===== src/rtl/freq_gate_controller.sv =====
// freq_gate_controller
//   Measurement sequencer for a single-digit seven-segment frequency counter.
//   Synchronises `sig`, counts its rising edges over a GATE_CYCLES window into
//   a saturating two-digit BCD value, latches the result, then multiplexes the
//   shared digit output: tens, gap, ones, gap. It then starts a new gate, or
//   repeats the display while `hold` is high at the end of the ones gap.
//
// Ports
//   clk        system clock
//   rst        synchronous reset, active-high
//   sig        asynchronous input whose rising edges are counted
//   hold       sampled on the last GAP_O cycle: 1 = redisplay, 0 = measure again
//   digit      BCD digit (0-9) for the 7-segment decoder
//   blank      1 = decoder drives all segments off
//   is_tens    1 while the tens digit is presented (decimal point)
//   gate       1 during the gate window
//   meas_done  one-cycle pulse in the cycle a result is latched
//   overflow   latched result saturated (more than 99 edges)
module freq_gate_controller #(
    parameter int unsigned GATE_CYCLES  = 1000,
    parameter int unsigned DIGIT_CYCLES = 500,
    parameter int unsigned GAP_CYCLES   = 100
) (
    input  logic       clk,
    input  logic       rst,
    input  logic       sig,
    input  logic       hold,
    output logic [3:0] digit,
    output logic       blank,
    output logic       is_tens,
    output logic       gate,
    output logic       meas_done,
    output logic       overflow
);

    localparam int unsigned MAX_A = (GATE_CYCLES > DIGIT_CYCLES) ? GATE_CYCLES : DIGIT_CYCLES;
    localparam int unsigned MAX_P = (MAX_A > GAP_CYCLES) ? MAX_A : GAP_CYCLES;
    localparam int unsigned CW    = (MAX_P > 2) ? $clog2(MAX_P) : 1;

    // The shared counter is loaded with (length - 1) on state entry and the
    // state ends on the cycle it reads zero.
    localparam logic [CW-1:0] GATE_LOAD  = CW'(GATE_CYCLES - 1);
    localparam logic [CW-1:0] DIGIT_LOAD = CW'(DIGIT_CYCLES - 1);
    localparam logic [CW-1:0] GAP_LOAD   = CW'(GAP_CYCLES - 1);

    typedef enum logic [2:0] {
        IDLE,
        GATE,
        LATCH,
        SHOW_TENS,
        GAP_T,
        SHOW_ONES,
        GAP_O
    } state_t;

    state_t        state_q, state_d;
    logic [CW-1:0] cnt_q, cnt_d;
    logic          s1_q, s1_d;
    logic          s2_q, s2_d;
    logic          p_q, p_d;
    logic [3:0]    tens_q, tens_d;
    logic [3:0]    ones_q, ones_d;
    logic          ovf_q, ovf_d;
    logic [3:0]    disp_tens_q, disp_tens_d;
    logic [3:0]    disp_ones_q, disp_ones_d;
    logic          overflow_q, overflow_d;

    logic edge_det;
    logic cnt_last;

    always_comb begin
        s1_d        = sig;
        s2_d        = s1_q;
        p_d         = s2_q;
        edge_det    = s2_q & ~p_q;
        cnt_last    = (cnt_q == '0);

        state_d     = state_q;
        cnt_d       = cnt_q - CW'(1);
        tens_d      = tens_q;
        ones_d      = ones_q;
        ovf_d       = ovf_q;
        disp_tens_d = disp_tens_q;
        disp_ones_d = disp_ones_q;
        overflow_d  = overflow_q;

        unique case (state_q)
            IDLE: begin
                tens_d  = '0;
                ones_d  = '0;
                ovf_d   = 1'b0;
                cnt_d   = GATE_LOAD;
                state_d = GATE;
            end
            GATE: begin
                if (edge_det) begin
                    // Saturate at 99 and remember that edges were lost.
                    if (tens_q == 4'd9 && ones_q == 4'd9) begin
                        ovf_d = 1'b1;
                    end else if (ones_q == 4'd9) begin
                        ones_d = '0;
                        tens_d = tens_q + 4'd1;
                    end else begin
                        ones_d = ones_q + 4'd1;
                    end
                end
                if (cnt_last) begin
                    cnt_d   = '0;
                    state_d = LATCH;
                end
            end
            LATCH: begin
                disp_tens_d = tens_q;
                disp_ones_d = ones_q;
                overflow_d  = ovf_q;
                tens_d      = '0;
                ones_d      = '0;
                ovf_d       = 1'b0;
                cnt_d       = DIGIT_LOAD;
                state_d     = SHOW_TENS;
            end
            SHOW_TENS: begin
                if (cnt_last) begin
                    cnt_d   = GAP_LOAD;
                    state_d = GAP_T;
                end
            end
            GAP_T: begin
                if (cnt_last) begin
                    cnt_d   = DIGIT_LOAD;
                    state_d = SHOW_ONES;
                end
            end
            SHOW_ONES: begin
                if (cnt_last) begin
                    cnt_d   = GAP_LOAD;
                    state_d = GAP_O;
                end
            end
            GAP_O: begin
                if (cnt_last) begin
                    if (hold) begin
                        cnt_d   = DIGIT_LOAD;
                        state_d = SHOW_TENS;
                    end else begin
                        cnt_d   = GATE_LOAD;
                        state_d = GATE;
                    end
                end
            end
            default: begin
                cnt_d   = '0;
                state_d = IDLE;
            end
        endcase
    end

    // Moore output decode. digit follows the last digit shown: tens through
    // SHOW_TENS/GAP_T, ones everywhere else, so it never moves while blanked.
    always_comb begin
        gate      = (state_q == GATE);
        meas_done = (state_q == LATCH);
        is_tens   = (state_q == SHOW_TENS);
        overflow  = overflow_q;
        digit     = (state_q == SHOW_TENS || state_q == GAP_T) ? disp_tens_q : disp_ones_q;
        blank     = 1'b1;
        if (state_q == SHOW_TENS) begin
            blank = (disp_tens_q == 4'd0) && !overflow_q;
        end else if (state_q == SHOW_ONES) begin
            blank = 1'b0;
        end
    end

    always_ff @(posedge clk) begin
        if (rst) begin
            state_q     <= IDLE;
            cnt_q       <= '0;
            s1_q        <= 1'b0;
            s2_q        <= 1'b0;
            p_q         <= 1'b0;
            tens_q      <= '0;
            ones_q      <= '0;
            ovf_q       <= 1'b0;
            disp_tens_q <= '0;
            disp_ones_q <= '0;
            overflow_q  <= 1'b0;
        end else begin
            state_q     <= state_d;
            cnt_q       <= cnt_d;
            s1_q        <= s1_d;
            s2_q        <= s2_d;
            p_q         <= p_d;
            tens_q      <= tens_d;
            ones_q      <= ones_d;
            ovf_q       <= ovf_d;
            disp_tens_q <= disp_tens_d;
            disp_ones_q <= disp_ones_d;
            overflow_q  <= overflow_d;
        end
    end

endmodule


===== config.mk =====
export PLATFORM = sky130hd
export DESIGN_NAME = freq_gate_controller
export DESIGN_NICKNAME = d
export VERILOG_FILES = /design/src/rtl/freq_gate_controller.sv
export SDC_FILE = /design/constraint.sdc
export NUM_CORES = 1
export LEC_CHECK = 0
export CORE_ASPECT_RATIO = 1.4
export CORE_UTILIZATION = 40
export CTS_BUF_LIST = sky130_fd_sc_hd__clkbuf_4 sky130_fd_sc_hd__clkbuf_8
export DETAILED_ROUTE_END_ITERATION = 8
export PLACE_DENSITY = 0.58
export REMOVE_ABC_BUFFERS = 1
export SYNTH_ARGS = -nofsm -noshare
export SYNTH_HDL_FRONTEND = slang
export SYNTH_SLANG_ARGS = --single-unit

===== constraint.sdc =====
create_clock -name clk -period 2 [get_ports clk]
set_input_delay 0.3 -clock clk [delete_from_list [all_inputs] [get_ports clk]]
set_output_delay 0.3 -clock clk [all_outputs]
set_load 0.05 [all_outputs]

# Word level (Yosys, flattened, before mapping)
# Cells that the tools add are included.
[word_totals]
output_inout_bits = 9
inputBits = 4
word_cells = 74
regBits = 34
[classes]
n_reduce_logical = 14
n_mux = 27
n_eq_ne = 17
add_sub_neg = 3
n_bitwise = 2
[ops]
columns = ["op", "count"]
rows = [
  ["10-bit case mux with 6 select lines", 1],
  ["10-bit 2-to-1 mux", 5],
  ["4-bit 2-to-1 mux", 7],
  ["3-bit case mux with 7 select lines", 1],
  ["4-bit case mux with 2 select lines", 2],
  ["3-bit 2-to-1 mux", 5],
  ["10-bit logical NOT", 1],
  ["2-bit by 1-bit inequality test with 1-bit output (second input constant)", 5],
  ["10-bit by 1-bit subtractor with 10-bit output (second input constant)", 1],
  ["3-bit == test (second input constant)", 3],
  ["4-bit by 1-bit adder with 4-bit output (second input constant)", 2],
  ["4-bit == test (second input constant)", 2],
  ["2-bit inequality test (second input constant)", 4],
  ["3-bit by 2-bit == test with 1-bit output (second input constant)", 2],
  ["3-bit AND reduction", 2],
  ["5-bit AND reduction", 1],
  ["4-bit logical NOT", 1],
  ["1-bit 2-to-1 mux", 4],
  ["4-bit AND reduction", 1],
  ["2-bit OR reduction", 2],
  ["3-bit by 1-bit == test with 1-bit output (second input constant)", 1],
  ["3-bit logical NOT", 1],
  ["1-bit logical AND", 2],
  ["2-bit 2-to-1 mux", 1],
  ["other kinds (6)", 6],
]

# Logic depth before layout (Yosys ltp)
# Gate-level depths: netlist (run 1).
[logic_depth]
word_depth = 5
ltp_mapped = 7
ltp_nobuf = 6

# Least setup slack after synthesis (run 1)
# Ideal clock, no wire load.
[synth_timing]
kind = "flip-flop to output port"
from = "register overflow_q, in the netlist overflow"
to = "output blank"
arrival_ps = 1876
path_stages_with_launch = 4
required_ps = 1700
path_slack_ps = -176
path_buffers = 0
cell_sequence = "dfxtp_1 > nor3_1 > a21oi_1 > o21ai_0"
[synth_between]
elab_chain_cells = 3
[synth_rtl]
columns = ["element", "line_no", "rtl"]
rows = [
  ["start, declared", "66", "logic overflow_q, overflow_d;"],
  ["start signal, assigned", "198", "overflow_q <= overflow_d;"],
  ["1-bit logical NOT", "168", "blank = (disp_tens_q == 4'd0) && !overflow_q;"],
  ["1-bit logical AND", "168", ""],
  ["1-bit 2-to-1 mux", "167", "if (state_q == SHOW_TENS) begin"],
  ["end, declared", "29", "output logic blank,"],
]
# No other way between the ends.

# Worst setup path in the final report (run 1)
[layout_timing]
from = "register tens_q[1]"
to = "register tens_q[2]"
[layout_between]
elab_chain_cells = 5
[layout_rtl]
columns = ["element", "line_no", "rtl"]
rows = [
  ["start, declared", "61", "logic [3:0] tens_q, tens_d;"],
  ["start signal, assigned", "193", "tens_q <= tens_d;"],
  ["4-bit by 1-bit adder with 4-bit output", "102", "tens_d = tens_q + 4'd1;"],
  ["4-bit 2-to-1 mux", "100", "end else if (ones_q == 4'd9) begin"],
  ["4-bit 2-to-1 mux", "98", "if (tens_q == 4'd9 && ones_q == 4'd9) begin"],
  ["4-bit 2-to-1 mux", "96", "if (edge_det) begin"],
  ["4-bit case mux with 2 select lines", "87", "unique case (state_q)"],
]
# Several ways; a longest one is shown, not always the timed one. The select of a mux whose other input is x is not followed.
# A chain may end at the register's enable or synchronous reset.

==> qor.yml, run 1 <==
synth:
  syn-cell-area_mm2: 0.001879
  synth_cells: 225
  ys_seq_area_share_pct: 36.22
  ys_warn_count: 0
  synth_edf_count: 0
  async_reset_ff_share_pct: 0
  synth-main-ff-cell: "dfxtp_1"
  ys_seq_elements: 34
  syn_avg_cell_area_um2: 8.352
  yosysUniqueCellTypes: 53
pwr:
  p_int_uw: 1085
  power_density_mw_per_mm2: 655.4
  switchingPower_uw: 455.3
  p_comb_share_pct: 18.4
  fin_total_pwr_uw: 1540
  ir_worst_vdd_uv: 468.7
  seqPwrFrac_pct: 48.4
  p_sw_share_pct: 29.57
  p_clk_share_pct: 33.2
  p_leak_uw: 0.0008427
clock_network:
  cts_max_level: 2
  clockRootBuffer: "clkbuf_8"
  cts_buffer_depth: 2
  clk_latency_ps: 290
  cts.sinks: 34
  cts_tree: "done"
  cts_buffers: 5
  clk_pin_slew_worst_paths_ps: 70
  ctsHoldBuffers: 0
drt:
  firstDrtPassIters: 4
  drtIter0Drc: 119
  vias_per_cell: 5.612
  drcViolationCount: 0
  detail_route.wl_per_cell_um: 15.23
  drt-total-wl_um: 4752
  vias: 1751
  antenna_left: 0
die:
  initial_core_util_pct: 41.43
  rows: 29
  fp.dieH_um: 83.10
  boundaryPins: 13
  die_area_mm2: 0.004980
  die_w_um: 59.93
  core-area_mm2: 0.004536
placement:
  io_buffers: 12
  place_area_mm2: 0.002235
  pre_cts_slack_ps: 124.3
  hpwl_um: 3551
  gp_congestion: 0.7999
finish:
  fin_nets: 258
  multi_input_area_mm2: 0.001141
  fin_area_mm2: 0.002350
  drive_above_1_share_pct: 19.60
  num-fill-cells: 444
  seq_area_um2: 683.2
  n_antenna_cell: 0
  synthToLayoutAreaGrowth_pct: 25.03
grt:
  grt_max_degree: 24
  grt_pass1_vias: 1710
  grt_pass1_wl_um: 7762
  antenna_found_initial: 0
  grt_overflow: 0
  track_usage_pct: 20.63
timing:
  worst_slack_ps: 107.4
  rsz0062_at_grt: "no"
  worstMarginPinSlew_ps: 490.6
  period_needed_ps: 1893
  finalMaxSlewViolations: 0
  relSlewSlack_pct: 67.19
  finalHoldViolations: 0
  skew_ps: 3.767
  timing.fmax_mhz: 528.4
  setup_viol: 0
  fin_crit_sh_pct: 94.63
worst_setup_path:
  setup.worst_path.start_class: "flip-flop"
  r2r_slack_ps: 110
  worst-path-max-fanout: 7
  arrival_ps: 2120
  crit_slowest_cell: "o41a_1"
  critPathKind: "reg2reg"
  max_stage_delay_ps: 500
  cp_data_required_time_ps: 2230
  crit_path_end_kind: "flip-flop"
  cp_cell_sequence: "inv_1, ha_1, and3b_1, o41a_1, or3_1, a21oi_1"
job:
  cap_violations: 0
min_path:
  hold_class: "reg2reg"
status:
  outcome: "completed"
cells by family (layout without fill, tap and decap cells):
kind of cell / count (synthesis) / count (layout) / synth area share [%]
simple gates: 81 / 81 / 25.23
buf+inv: 21 / 46 / 4.261
xor+xnor: 4 / 4 / 1.865
flops: 34 / 34 / 36.22
compound gates: 70 / 70 / 23.70
fa+ha+maj: 5 / 5 / 3.329
mux: 10 / 10 / 5.393
timing repair:
action	4_1_cts	5_1_grt
gates resized for setup	3	7
pin swaps	0	0
endpoints found under the setup margin	4	6
cloned	0	0
buffers inserted	0	0
state kept, by name (all words and copies together) (netlist names):
| signal | cells |
|---|---|
| s1_q | 1 |
| disp_tens_q | 4 |
| state_q | 3 |
| ones_q | 4 |
| p_q | 1 |
| disp_ones_q | 4 |
| p_d | 1 |
| overflow | 1 |
| ovf_q | 1 |
| cnt_q | 10 |
| tens_q | 4 |
through the flow:
stage          utilization [%]  hold slack [ps]  instances  setup TNS (ps)
2_1_floorplan                -            369.1        214           -1660
3_3_place_gp             49.27            422.2        304               0
3_5_place_dp             49.27            427.6        304               0
4_1_cts                  51.48            446.3        312               0
5_1_grt                  51.81            456.5        312               0
6_report                 51.81            442.5        312               0
worst max-delay path: cells and delay by family (launching register included):
kind	cells	cell delay, ps
compound gates	2	650
fa+ha+maj	1	170
buf+inv	1	60
flops	1	380
simple gates	2	570
power by group through the flow:
| stage | logic [uW] | clock network [uW] | registers, uW |
|---|---|---|---|
| 2_1_floorplan | 178 | 0 | 758 |
| 3_3_place_gp | 279 | 0 | 760 |
| 3_5_place_dp | 280 | 0 | 760 |
| 4_1_cts | 283 | 522 | 744 |
| 5_1_grt | 316 | 557 | 749 |
| 6_report | 283 | 512 | 745 |
Yosys cell counts (2+ instances only):
library cell	n	area, um^2
a211oi_1	4	30.03
a21boi_0	2	15.01
a21oi_1	20	100.1
a31oi_1	6	37.54
and3_1	3	18.77
and4_1	2	17.52
clkbuf_1	10	37.54
dfxtp_1	34	680.7
ha_1	5	62.56
inv_1	10	37.54
mux2i_1	9	90.09
nand2_1	7	26.28
nand2b_1	5	31.28
nand3_1	2	10.01
nand3b_1	2	15.01
nor2_1	22	82.58
nor2b_1	5	31.28
nor3_1	6	30.03
nor4_1	2	12.51
o21a_1	3	22.52
o21ai_0	15	75.07
o22ai_1	6	37.54
o41ai_1	3	26.28
or2_2	2	12.51
or3_1	10	62.56
xnor2_1	3	26.28
placed cells by master (no fill, tap or decap), drive strengths merged, types with 3 or more instances in the layout:
cell type,n
a211oi,4
a21oi,20
a31oi,6
and3,3
buf,24
clkbuf,5
clkdlybuf4s50,4
dfxtp,34
ha,5
inv,10
mux2i,9
nand2,7
nand2b,5
nand3,3
nor2,23
nor2b,5
nor3,7
nor4,3
o21a,3
o21ai,15
o22ai,6
o41ai,3
or3,10
xnor2,3
layout make-up:
type	count	area share, %
clock buffers	5	2.929
multi-input cells	170	48.56
flip-flops and latches	34	29.07
repair buffers	28	13.63
well taps	62	3.301
clock inverters	3	0.9052
inverters	10	1.597
final timing paths:
path | cells past startpoint | from | end
setup reg to reg | 6 | tens_q[1]$_SDFFE_PP0P_ | tens_q[2]$_SDFFE_PP0P_
setup / recovery | 6 | tens_q[1]$_SDFFE_PP0P_ | tens_q[2]$_SDFFE_PP0P_
hold reg to reg | 1 | s1_q$_SDFF_PP0_ | p_d$_SDFF_PP0_
hold / removal | 1 | s1_q$_SDFF_PP0_ | p_d$_SDFF_PP0_
metal layers:
| metal | share of wire, % | GRT usage (%) | wire [um] |
|---|---|---|---|
| met4 | 1.7 | 8.879 | 80 |
| met3 | 2.3 | 4.050 | 108 |
| met5 | 0 | 0 | 0 |
| met2 | 55 | 36.26 | 2602 |
| met1 | 41 | 23.05 | 1961 |
No activity file was read; power rests on OpenSTA's default activity.
==> run 2: changes to the inputs <==
Settings changed: CTS_CLUSTER_SIZE set to 24.
==> results of run 2 <==
No change in the layout: final DEF, timing and power equal those of run 1.
